<file path="src/rtl/bcd_display_ctrl.sv">
// bcd_display_ctrl: double-dabble binary-to-BCD converter feeding a
// multiplexed 4-digit 7-segment display with optional leading-zero blanking.
module bcd_display_ctrl #(
  parameter int BIN_LENGTH = 10,
  parameter int SCAN_DIV = 4,
  parameter bit BLANK = 1
) (
  input  logic                  clk,
  input  logic                  rst,
  input  logic                  start,
  input  logic [BIN_LENGTH-1:0] bin,
  output logic                  busy,
  output logic                  done,
  output logic [15:0]           bcd,
  output logic                  overflow,
  output logic [6:0]            seg,
  output logic [3:0]            an
);
  localparam int CW = $clog2(BIN_LENGTH + 1);
  localparam int SW = SCAN_DIV > 1 ? $clog2(SCAN_DIV) : 1;
  typedef enum logic [1:0] {IDLE, SHIFT, DONE} state_t;
  state_t state, state_n;
  logic [BIN_LENGTH-1:0] op;
  logic [15:0] scr, scr_n;
  logic [14:0] adj;
  logic [CW-1:0] cnt;
  logic big;
  logic [SW-1:0] scnt;
  logic [1:0] dig;
  logic [3:0] nib;
  logic blank;
  for (genvar g = 0; g < 3; g++) begin : g_adj
    assign adj[4*g +: 4] = scr[4*g +: 4] > 4'd4 ? scr[4*g +: 4] + 4'd3 : scr[4*g +: 4];
  end
  // The top nibble's carry-out is shifted away, so only its low 3 bits matter.
  assign adj[14:12] = scr[15:12] > 4'd4 ? 3'(scr[15:12] + 4'd3) : scr[14:12];
  assign scr_n = {adj, op[BIN_LENGTH-1]};
  assign state_n = state == IDLE ? (start ? SHIFT : IDLE) :
                   state == SHIFT ? (cnt == CW'(1) ? DONE : SHIFT) : IDLE;
  assign busy = state != IDLE;
  assign done = state == DONE;
  always_ff @(posedge clk) begin
    if (rst) begin
      state <= IDLE;
      op <= '0;
      scr <= '0;
      cnt <= '0;
      big <= 1'b0;
      bcd <= '0;
      overflow <= 1'b0;
    end else begin
      state <= state_n;
      if (state == IDLE && start) begin
        op <= bin;
        scr <= '0;
        cnt <= CW'(BIN_LENGTH);
        big <= 32'(bin) > 32'd9999;
      end else if (state == SHIFT) begin
        scr <= scr_n;
        op <= op << 1;
        cnt <= cnt - 1'b1;
        if (cnt == CW'(1)) begin
          bcd <= big ? 16'h9999 : scr_n;
          overflow <= big;
        end
      end
    end
  end
  always_ff @(posedge clk) begin
    if (rst) begin
      scnt <= '0;
      dig <= '0;
    end else begin
      scnt <= scnt == SW'(SCAN_DIV - 1) ? '0 : scnt + 1'b1;
      if (scnt == SW'(SCAN_DIV - 1)) dig <= dig + 1'b1;
    end
  end
  assign an = 4'b0001 << dig;
  assign nib = bcd[{dig, 2'b00} +: 4];
  assign blank = BLANK && (dig == 2'd3 ? bcd[15:12] == '0 :
                           dig == 2'd2 ? bcd[15:8] == '0 :
                           dig == 2'd1 ? bcd[15:4] == '0 : 1'b0);
  always_comb begin
    seg = 7'b0111111;
    case (nib)
      4'd1: seg = 7'b0000110;
      4'd2: seg = 7'b1011011;
      4'd3: seg = 7'b1001111;
      4'd4: seg = 7'b1100110;
      4'd5: seg = 7'b1101101;
      4'd6: seg = 7'b1111101;
      4'd7: seg = 7'b0000111;
      4'd8: seg = 7'b1111111;
      4'd9: seg = 7'b1100111;
      default: seg = 7'b0111111;
    endcase
    if (blank) seg = 7'b0000000;
  end
endmodule

</file>
<file path="config.mk">
export PLATFORM = sky130hd
export DESIGN_NAME = bcd_display_ctrl
export DESIGN_NICKNAME = d
export VERILOG_FILES = /design/src/rtl/bcd_display_ctrl.sv
export SDC_FILE = /design/constraint.sdc
export NUM_CORES = 1
export LEC_CHECK = 0
export CAP_MARGIN = 40
export CELL_PAD_IN_SITES_DETAIL_PLACEMENT = 0
export CELL_PAD_IN_SITES_GLOBAL_PLACEMENT = 1
export CORE_MARGIN = 2
export CORE_UTILIZATION = 30
export DETAILED_ROUTE_END_ITERATION = 16
export PLACE_DENSITY = 0.63
export SLEW_MARGIN = 25
export SYNTH_ARGS = -nofsm -noshare
export SYNTH_HDL_FRONTEND = slang
export SYNTH_SLANG_ARGS = --single-unit
export TNS_END_PERCENT = 100
</file>
<file path="constraint.sdc">
create_clock -name clk -period 3.9 [get_ports clk]
set_input_delay 1.17 -clock clk [delete_from_list [all_inputs] [get_ports clk]]
set_output_delay 1.17 -clock clk [all_outputs]
set_load 0.05 [all_outputs]
</file>
Word level (Yosys, flattened, before mapping)
Memory sizes are Yosys's and may differ from the RTL's.
Cells that the tools add are included.
{"block": "op_classes", "add_sub_neg": 7, "order_cmp": 4, "n_eq_ne": 7, "n_shift": 2, "n_mux": 16, "n_bitwise": 1, "n_reduce_logical": 10}
{"op": "$mux W10", "n": 2}
{"op": "$mux W4", "n": 5}
{"op": "$gt A4 B3 Y1 const B", "n": 4}
{"op": "$shiftx A16 B5 Y4", "n": 1}
{"op": "$add A4 B2 Y4 const B", "n": 3}
{"op": "$logic_not A12 Y1", "n": 1}
{"op": "$eq A2 B2 Y1 const B", "n": 4}
{"op": "$logic_not A8 Y1", "n": 1}
{"op": "$mux W7", "n": 1}
{"op": "$mux W2", "n": 3}
{"op": "$add A2 B1 Y2 const B", "n": 2}
{"op": "$eq A2 B1 Y1 const B", "n": 2}
{"op": "$eq A4 B1 Y1 const B", "n": 1}
{"op": "$logic_not A4 Y1", "n": 1}
{"op": "$mux W1", "n": 4}
{"op": "$reduce_bool A2 Y1", "n": 2}
{"op": "$reduce_or A2 Y1", "n": 2}
{"op": "$shl A1 B2 Y4 const A", "n": 1}
{"op": "$sub A4 B1 Y4 const B", "n": 1}
{"op": "$add A3 B2 Y3 const B", "n": 1}
{"op": "$mux W3", "n": 1}
{"op": "$reduce_and A3 Y1", "n": 1}
{"op": "$logic_not A2 Y1", "n": 1}
{"op": "$logic_and A1 B1 Y1", "n": 1}
{"op": "$not A1 Y1", "n": 1}
{"block": "word_totals", "ff_bits": 52, "mem_bits_ro": 112, "inputBits": 13, "out_inout_bits": 30, "word_cells": 56, "mem_count": 1}
{"memory": "(name not given)", "words": 16, "word_bits": 7, "read_ports": 1, "rd_ports_with_merged_regs": 0, "write_ports": 0, "line_no": "85", "source": "case (nib)"}

Longest topological paths before layout
Gate-level depths: netlist (run 1).
{"block": "logic_depth", "word_depth": 5, "depth_mapped": 7, "depth_no_buf": 6}

Least setup slack after synthesis (run 1)
Ideal clock, no wire load.
{"block": "synth_timing", "path_kind": "reg-to-output", "startpoint": "register bcd[5]", "endpoint": "output port seg[1]", "arrival_ns": 2.273, "required_time_ns": 2.730, "path_slack_ns": 0.457, "path_stages_with_launch": 5, "path_cell_list": "dfxtp_1 > mux4_1 > inv_1 > ha_1 > a31oi_1"}
{"block": "synth_between", "elab_chain_cells": 5}
{"item": "from (decl)", "line_no": "14", "source": "output logic [15:0] bcd,"}
{"item": "from (signal assigned)", "line_no": "63", "source": "bcd <= big ? 16'h9999 : scr_n;"}
{"item": "branches (longest 4 deep; another with $mem_v2 Z16 W7)"}
{"item": "$mux W7 (*)", "line_no": "97", "source": "if (blank) seg = 7'b0000000;"}
{"item": "to (decl)", "line_no": "16", "source": "output logic [6:0] seg,"}
Mark *: on every way between the ends.

Worst setup path in the final report (run 1)
{"block": "layout_timing", "startpoint": "register dig[0]", "endpoint": "output port seg[2]"}
{"block": "layout_between", "elab_chain_cells": 5}
{"item": "from (decl)", "line_no": "29", "source": "logic [1:0] dig;"}
{"item": "from (signal assigned)", "line_no": "75", "source": "if (scnt == SW'(SCAN_DIV - 1)) dig <= dig + 1'b1;"}
{"item": "branches (longest 4 deep; another with $mem_v2 Z16 W7)"}
{"item": "$mux W7 (*)", "line_no": "97"}
Marked as above.

==> run metrics, run 1 <==
outcome=finished, final reports clean; setup TNS=0 ns; largest net degree at the start of global routing=35; syn_area_per_cell=8.33 µm²; first-pass GRT wire length=11.3 mm; Die Ht=99.3 µm; period utilization=0.951; H-tree Lvls=2; Core ar.=0.00876 mm²; top cell type's share of synthesized area=0.382; IO buf count=41; Std-Cell Rows=34; vias in the first global route=2233; Data arrival, critical path=2.54 ns; root buf cell=clkbuf_8; P_sw=319 µW; Ports=43; cells after synthesis=327; Tot Pwr=1.13 mW; initial core utilization=0.311; TritonRoute pass-1 iters=4; setup bufs post-CTS=0; synthesized flop and latch total=52; Post-Synthesis Cell Area=0.00273 mm²; P_leak=1.18 nW; total CTS buffers=5; internal power=814 µW; Post-synth EDFFs=0; Power Density=340 mW/mm²; ant diodes=0; Synthesized Nets=360; clock share of power=0.339; share of layout cells above drive strength 1=0.0769; CTS Hold Bufs=0; most common cell in the netlist=dfxtp_1; Max Fclk=270 MHz; DP HPWL=4.90 mm; synth cell count leaders=dfxtp_1 (52), a21oi_1 (40), nand2_1 (35), nor2_1 (27), ha_1 (20); Layout area overhead=22.3%; CTS sink count=52; gr ovfl total=0; Flop pwr share=0.499; Yosys warning total=0; Setup crit end kind=output port; Setup CP Type=register to output port; vias=2359; # resized after CTS=0; RePlAce Congestion=0.861; most area-consuming cells after synthesis=dfxtp_1 (38%), ha_1 (9.2%), a21oi_1 (7.3%); Rel. slew slack=0.601; Synth Flop Type=dfxtp_1; die extent in x=99.3 µm; Top Layer Used=met4; die area=0.00986 mm²; WP data required=2.73 ns; post-route ant nets=0; RSZ-0062 raised after global routing=false; Reg clk slew, reported paths=0.10 ns; drt initial violations=74; met1 wire length=3.51 mm; routed len/inst=14.2 µm; initial antenna violation count=0; post-route setup slack=0.190 ns; Slew Limit Fails=0; nets@finish=396; clk_lat worst skew=0.31 ns; final hold violation count=0; GRT Total Usage=0.143; pre-CTS setup slack=0.549 ns; DRC viols=0; # setup viols final=0; worst hold path class=register to register; ys async rst share=0; met2 WL post-DR=2.74 mm; sequential share of the synthesized area=0.382; dpl cells=464; Synth cell types=39; Net Sw Frac=0.282; combinational fraction of design power=0.161; worst-path fanout max=4; maxcap violations=0; setup clock skew after layout=0.00805 ns; largest area contributor in the netlist=dfxtp_1; Period minus WS final=3.71 ns; CP Launch Type=register; final WL=6.70 mm; CTS Buffer Depth=2; vias per inst=5.00; IR drop worst, VDD=123 µV; CTS tree=yes; met3 routed wirelength=360 µm; non-filler instance count after layout=472; worst-margin pin slew=0.597 ns
routing by layer:
| layer | up-vias | track usage |
|---|---|---|
| li1 | 1218 | - |
| met2 | 56 | 0.212 |
| met3 | 6 | 0.0309 |
| met5 | - | 0 |
| met1 | 1079 | 0.208 |
| met4 | 0 | 0.0443 |
final timing paths:
check | cells past startpoint | endpoint | start | slack, ns
setup / recovery | 4 | seg[2] | dig[0]$_SDFFE_PP0P_ | 0.19
hold / removal | 1 | scnt[0]$_SDFF_PP0_ | scnt[0]$_SDFF_PP0_ | 0.43
setup reg to reg | 7 | bcd[11]$_SDFFE_PP0P_ | cnt[1]$_SDFFE_PP0P_ | 1.91
hold reg to reg | 1 | scnt[0]$_SDFF_PP0_ | scnt[0]$_SDFF_PP0_ | 0.43
cells by family after synthesis:
group | share of synthesized area
simple gates | 0.202
xor+xnor | 0.0257
compound gates | 0.200
buf+inv | 0.0533
other cells | 0.00138
fa+ha+maj | 0.0918
flops | 0.382
mux | 0.0432
power by group through the flow:
stage / clock network [mW] / logic, mW / registers (mW)
after floorplan: 0 / 0.126 / 0.579
after detailed placement: 0 / 0.185 / 0.578
after global placement: 0 / 0.184 / 0.578
after CTS: 0.397 / 0.186 / 0.566
final: 0.385 / 0.183 / 0.566
after global routing: 0.416 / 0.202 / 0.570
stage by stage:
step                area, µm²  hold slack, ns  utilization
floorplan                2730           0.404            -
global placement         3210           0.414        0.366
detailed placement       3220           0.429        0.368
CTS                      3330           0.444        0.380
global route             3330           0.474        0.380
finish                   3330           0.434        0.380
registers in the layout, summed over array words and instances (netlist names):
name,count
bcd,16
op,10
dig,2
scr,16
scnt,2
state,2
cnt,4
area by class of cell:
| type | instances | area [µm²] |
|---|---|---|
| clock buffer | 6 | 72.6 |
| inverter | 16 | 60.1 |
| sequential | 52 | 1040 |
| fill | 923 | 5430 |
| timing repair buffer | 47 | 444 |
| multi-input combinational | 241 | 1540 |
| clock inverter | 2 | 38.8 |
| tap | 108 | 135 |
worst max-delay path: stages, from the launching register on:
cell	delay (ns)
dfxtp_1	0.38
mux4_1	0.65
ha_1	0.24
a21oi_1	0.13
clkdlybuf4s50_1	0.82
placed cells by master (no fill, tap or decap), types with 2 or more instances in the layout:
cell type / count
nor2_1: 27
ha_1: 20
a21oi_1: 40
clkbuf_8: 5
dfxtp_1: 52
o21ai_0: 18
a211oi_1: 12
nor2b_1: 9
nand3_1: 16
o22ai_1: 2
o211ai_1: 4
mux2i_1: 2
buf_4: 11
nand2_1: 35
xnor2_1: 2
clkdlybuf4s50_1: 35
a22oi_1: 9
inv_1: 16
nor3_1: 4
o21bai_1: 4
xor2_1: 6
or3_1: 8
mux4_2: 2
nor4_1: 4
mux4_1: 2
or2_2: 2
Power figures use the tool's default switching activity.
==> run 2: changes to the inputs <==
CAP_MARGIN = 20   (was 40)
TNS_END_PERCENT = unset   (was 100)
==> run 2 against run 1 <==
Net effect:
- non-clock buffer count down 1
- sequential share of layout area up 0.11 points
- global-route usage fell by 0.43 points
- via count decreased by 1.3%
- core utilization decreased by 0.13 points
==> run metrics, run 2 (synthesis gave the netlist of run 1 again) <==
Setup CP Type=register to output port (unchanged); Std-Cell Rows=34 (unchanged); Setup crit end kind=output port (unchanged); # resized after CTS=0 (unchanged); Data arrival, critical path=2.53 ns (was 2.54 ns); die area=0.00986 mm² (unchanged); die extent in x=99.3 µm (unchanged); drt initial violations=84 (was 74); ant diodes=0 (unchanged); Reg clk slew, reported paths=0.10 ns (about the same); IR drop worst, VDD=138 µV (was 123 µV); initial core utilization=0.311 (unchanged); setup clock skew after layout=0.00983 ns (was 0.00805 ns); RePlAce Congestion=0.861 (unchanged); total CTS buffers=5 (unchanged); Fill cells=898 (was 923); first-pass GRT wire length=11.0 mm (was 11.3 mm); most common cell after layout, fill and taps aside=dfxtp_1 (unchanged); maxcap violations=0 (unchanged); worst-margin pin slew=0.968 ns (was 0.597 ns); CP delay by family, top=buffers and inverters (unchanged); Ports=43 (unchanged); worst path cell trace=mux4_1 -> ha_1 -> a21oi_1 -> clkdlybuf4s50_1 (unchanged); Net Sw Frac=0.278 (was 0.282); Max Fclk=270 MHz (about the same); clk_lat worst skew=0.31 ns (about the same); Top Registers=bcd x16, scr x16, op x10 (unchanged); Top Layer Used=met4 (unchanged); # setup viols final=0 (unchanged); internal power=814 µW (about the same); Tot Pwr=1.13 mW (about the same); Sequential cell area=0.00104 mm² (unchanged); met3 routed wirelength=359 µm (was 360 µm); slowest CP cell=clkdlybuf4s50_1 (unchanged); met1 wire length=3.55 mm (was 3.51 mm); Rel. slew slack=0.354 (was 0.601); CTS tree=yes (unchanged); Flop pwr share=0.502 (was 0.499); vias in the first global route=2197 (was 2233); setup TNS=0 ns (unchanged); worst hold path class=register to register (unchanged); TritonRoute pass-1 iters=4 (unchanged); commonest non-fill, non-tap cells in the layout=dfxtp_1 (52), a21oi_1 (40), nand2_1 (35), clkdlybuf4s50_1 (35), nor2_1 (27) (unchanged); share of layout cells above drive strength 1=0.0744 (was 0.0769); root buf cell=clkbuf_8 (unchanged); Multi-input gate area=0.00154 mm² (unchanged); Power Density=339 mW/mm² (was 340 mW/mm²); GRT Total Usage=0.139 (was 0.143); period utilization=0.949 (was 0.951); slowest stage delay, CP=0.82 ns (about the same); CP Buf/Inv Count=1 (unchanged); post-route ant nets=0 (unchanged); clock share of power=0.337 (was 0.339); initial antenna violation count=0 (unchanged); Slew Limit Fails=0 (unchanged); DP HPWL=4.81 mm (was 4.90 mm); Period minus WS final=3.70 ns (was 3.71 ns); dpl cells=463 (was 464); setup bufs post-CTS=0 (unchanged); routed len/inst=14.0 µm (was 14.2 µm); CTS Buffer Depth=2 (unchanged); IO buf count=41 (unchanged); largest net degree at the start of global routing=35 (unchanged); vias per inst=4.94 (was 5.00); Finished Core Util=0.379 (was 0.380); H-tree Lvls=2 (unchanged); CTS sink count=52 (unchanged); RSZ-0062 raised after global routing=false (unchanged); vias=2329 (was 2359); Core ar.=0.00876 mm² (unchanged); Layout area overhead=21.9% (was 22.3%); post-route setup slack=0.199 ns (was 0.190 ns); nets@finish=395 (was 396); outcome=finished, final reports clean (unchanged); CTS Hold Bufs=0 (unchanged); final hold violation count=0 (unchanged); combinational fraction of design power=0.161 (about the same); WP data required=2.73 ns (about the same); final WL=6.60 mm (was 6.70 mm); CP Launch Type=register (unchanged); Die Ht=99.3 µm (unchanged); P_leak=1.18 nW (about the same); DRC viols=0 (unchanged); P_sw=314 µW (was 319 µW); worst-path fanout max=4 (unchanged); non-filler instance count after layout=471 (was 472); pre-CTS setup slack=0.535 ns (was 0.549 ns); gr ovfl total=0 (unchanged); met2 WL post-DR=2.64 mm (was 2.74 mm)
run 2: cell types whose count changed in the layout (fill, tap and decap cells not counted), sizes merged:
cell  delta
buf      -1
run 2: routing by layer:
| layer | global-route usage | up-vias |
|---|---|---|
| met5 | 0 | - |
| met4 | 0.0316 | 0 |
| met3 | 0.0344 | 4 |
| met2 | 0.204 | 54 |
| met1 | 0.204 | 1060 |
| li1 | - | 1211 |
run 2: worst reg2reg max path, cell delays in order, from the launching register on:
cell     delay (ns)
dfxtp_1        0.34
inv_1          0.08
ha_1           0.13
or3b_1         0.42
nor2_2         0.76
nand3_1        0.23
a21oi_1        0.16
run 2: final timing paths:
| check | startpoint | endpoint | slack (ns) | cells past startpoint |
|---|---|---|---|---|
| setup / recovery | dig[0]$_SDFFE_PP0P_ | seg[2] | 0.20 | 4 |
| hold / removal | scnt[0]$_SDFF_PP0_ | scnt[0]$_SDFF_PP0_ | 0.44 | 1 |
| setup reg to reg | cnt[1]$_SDFFE_PP0P_ | bcd[14]$_SDFFE_PP0P_ | 1.73 | 6 |
| hold reg to reg | scnt[0]$_SDFF_PP0_ | scnt[0]$_SDFF_PP0_ | 0.44 | 1 |
run 2: power groups by stage:
stage	clock, mW	sequential, mW	combinational [mW]
after global placement	0	0.578	0.184
after floorplan	0	0.579	0.126
after detailed placement	0	0.578	0.184
after CTS	0.393	0.566	0.185
after global routing	0.412	0.569	0.200
final	0.380	0.566	0.182
run 2: area by class of cell:
class | instances | share of cell area
flip-flops and latches | 52 | 0.313
inverters | 16 | 0.0181
repair buffers | 46 | 0.130
multi-input cells | 241 | 0.464
clock buffers | 6 | 0.0218
well taps | 108 | 0.0407
clock inverters | 2 | 0.0117
run 2: per-stage QoR:
| step | hold WS [ns] | cell area (µm²) |
|---|---|---|
| finish | 0.438 | 3320 |
| CTS | 0.439 | 3320 |
| detailed placement | 0.424 | 3210 |
| global placement | 0.414 | 3210 |
| global route | 0.445 | 3320 |
| floorplan | 0.404 | 2730 |
==> run 3: changes to the inputs <==
HOLD_SLACK_MARGIN = 0.06   (was unset)
SLEW_MARGIN = 10   (was 25)
==> results of run 3 <==
Same layout as run 2: the final DEF is identical, and so are final timing and power.
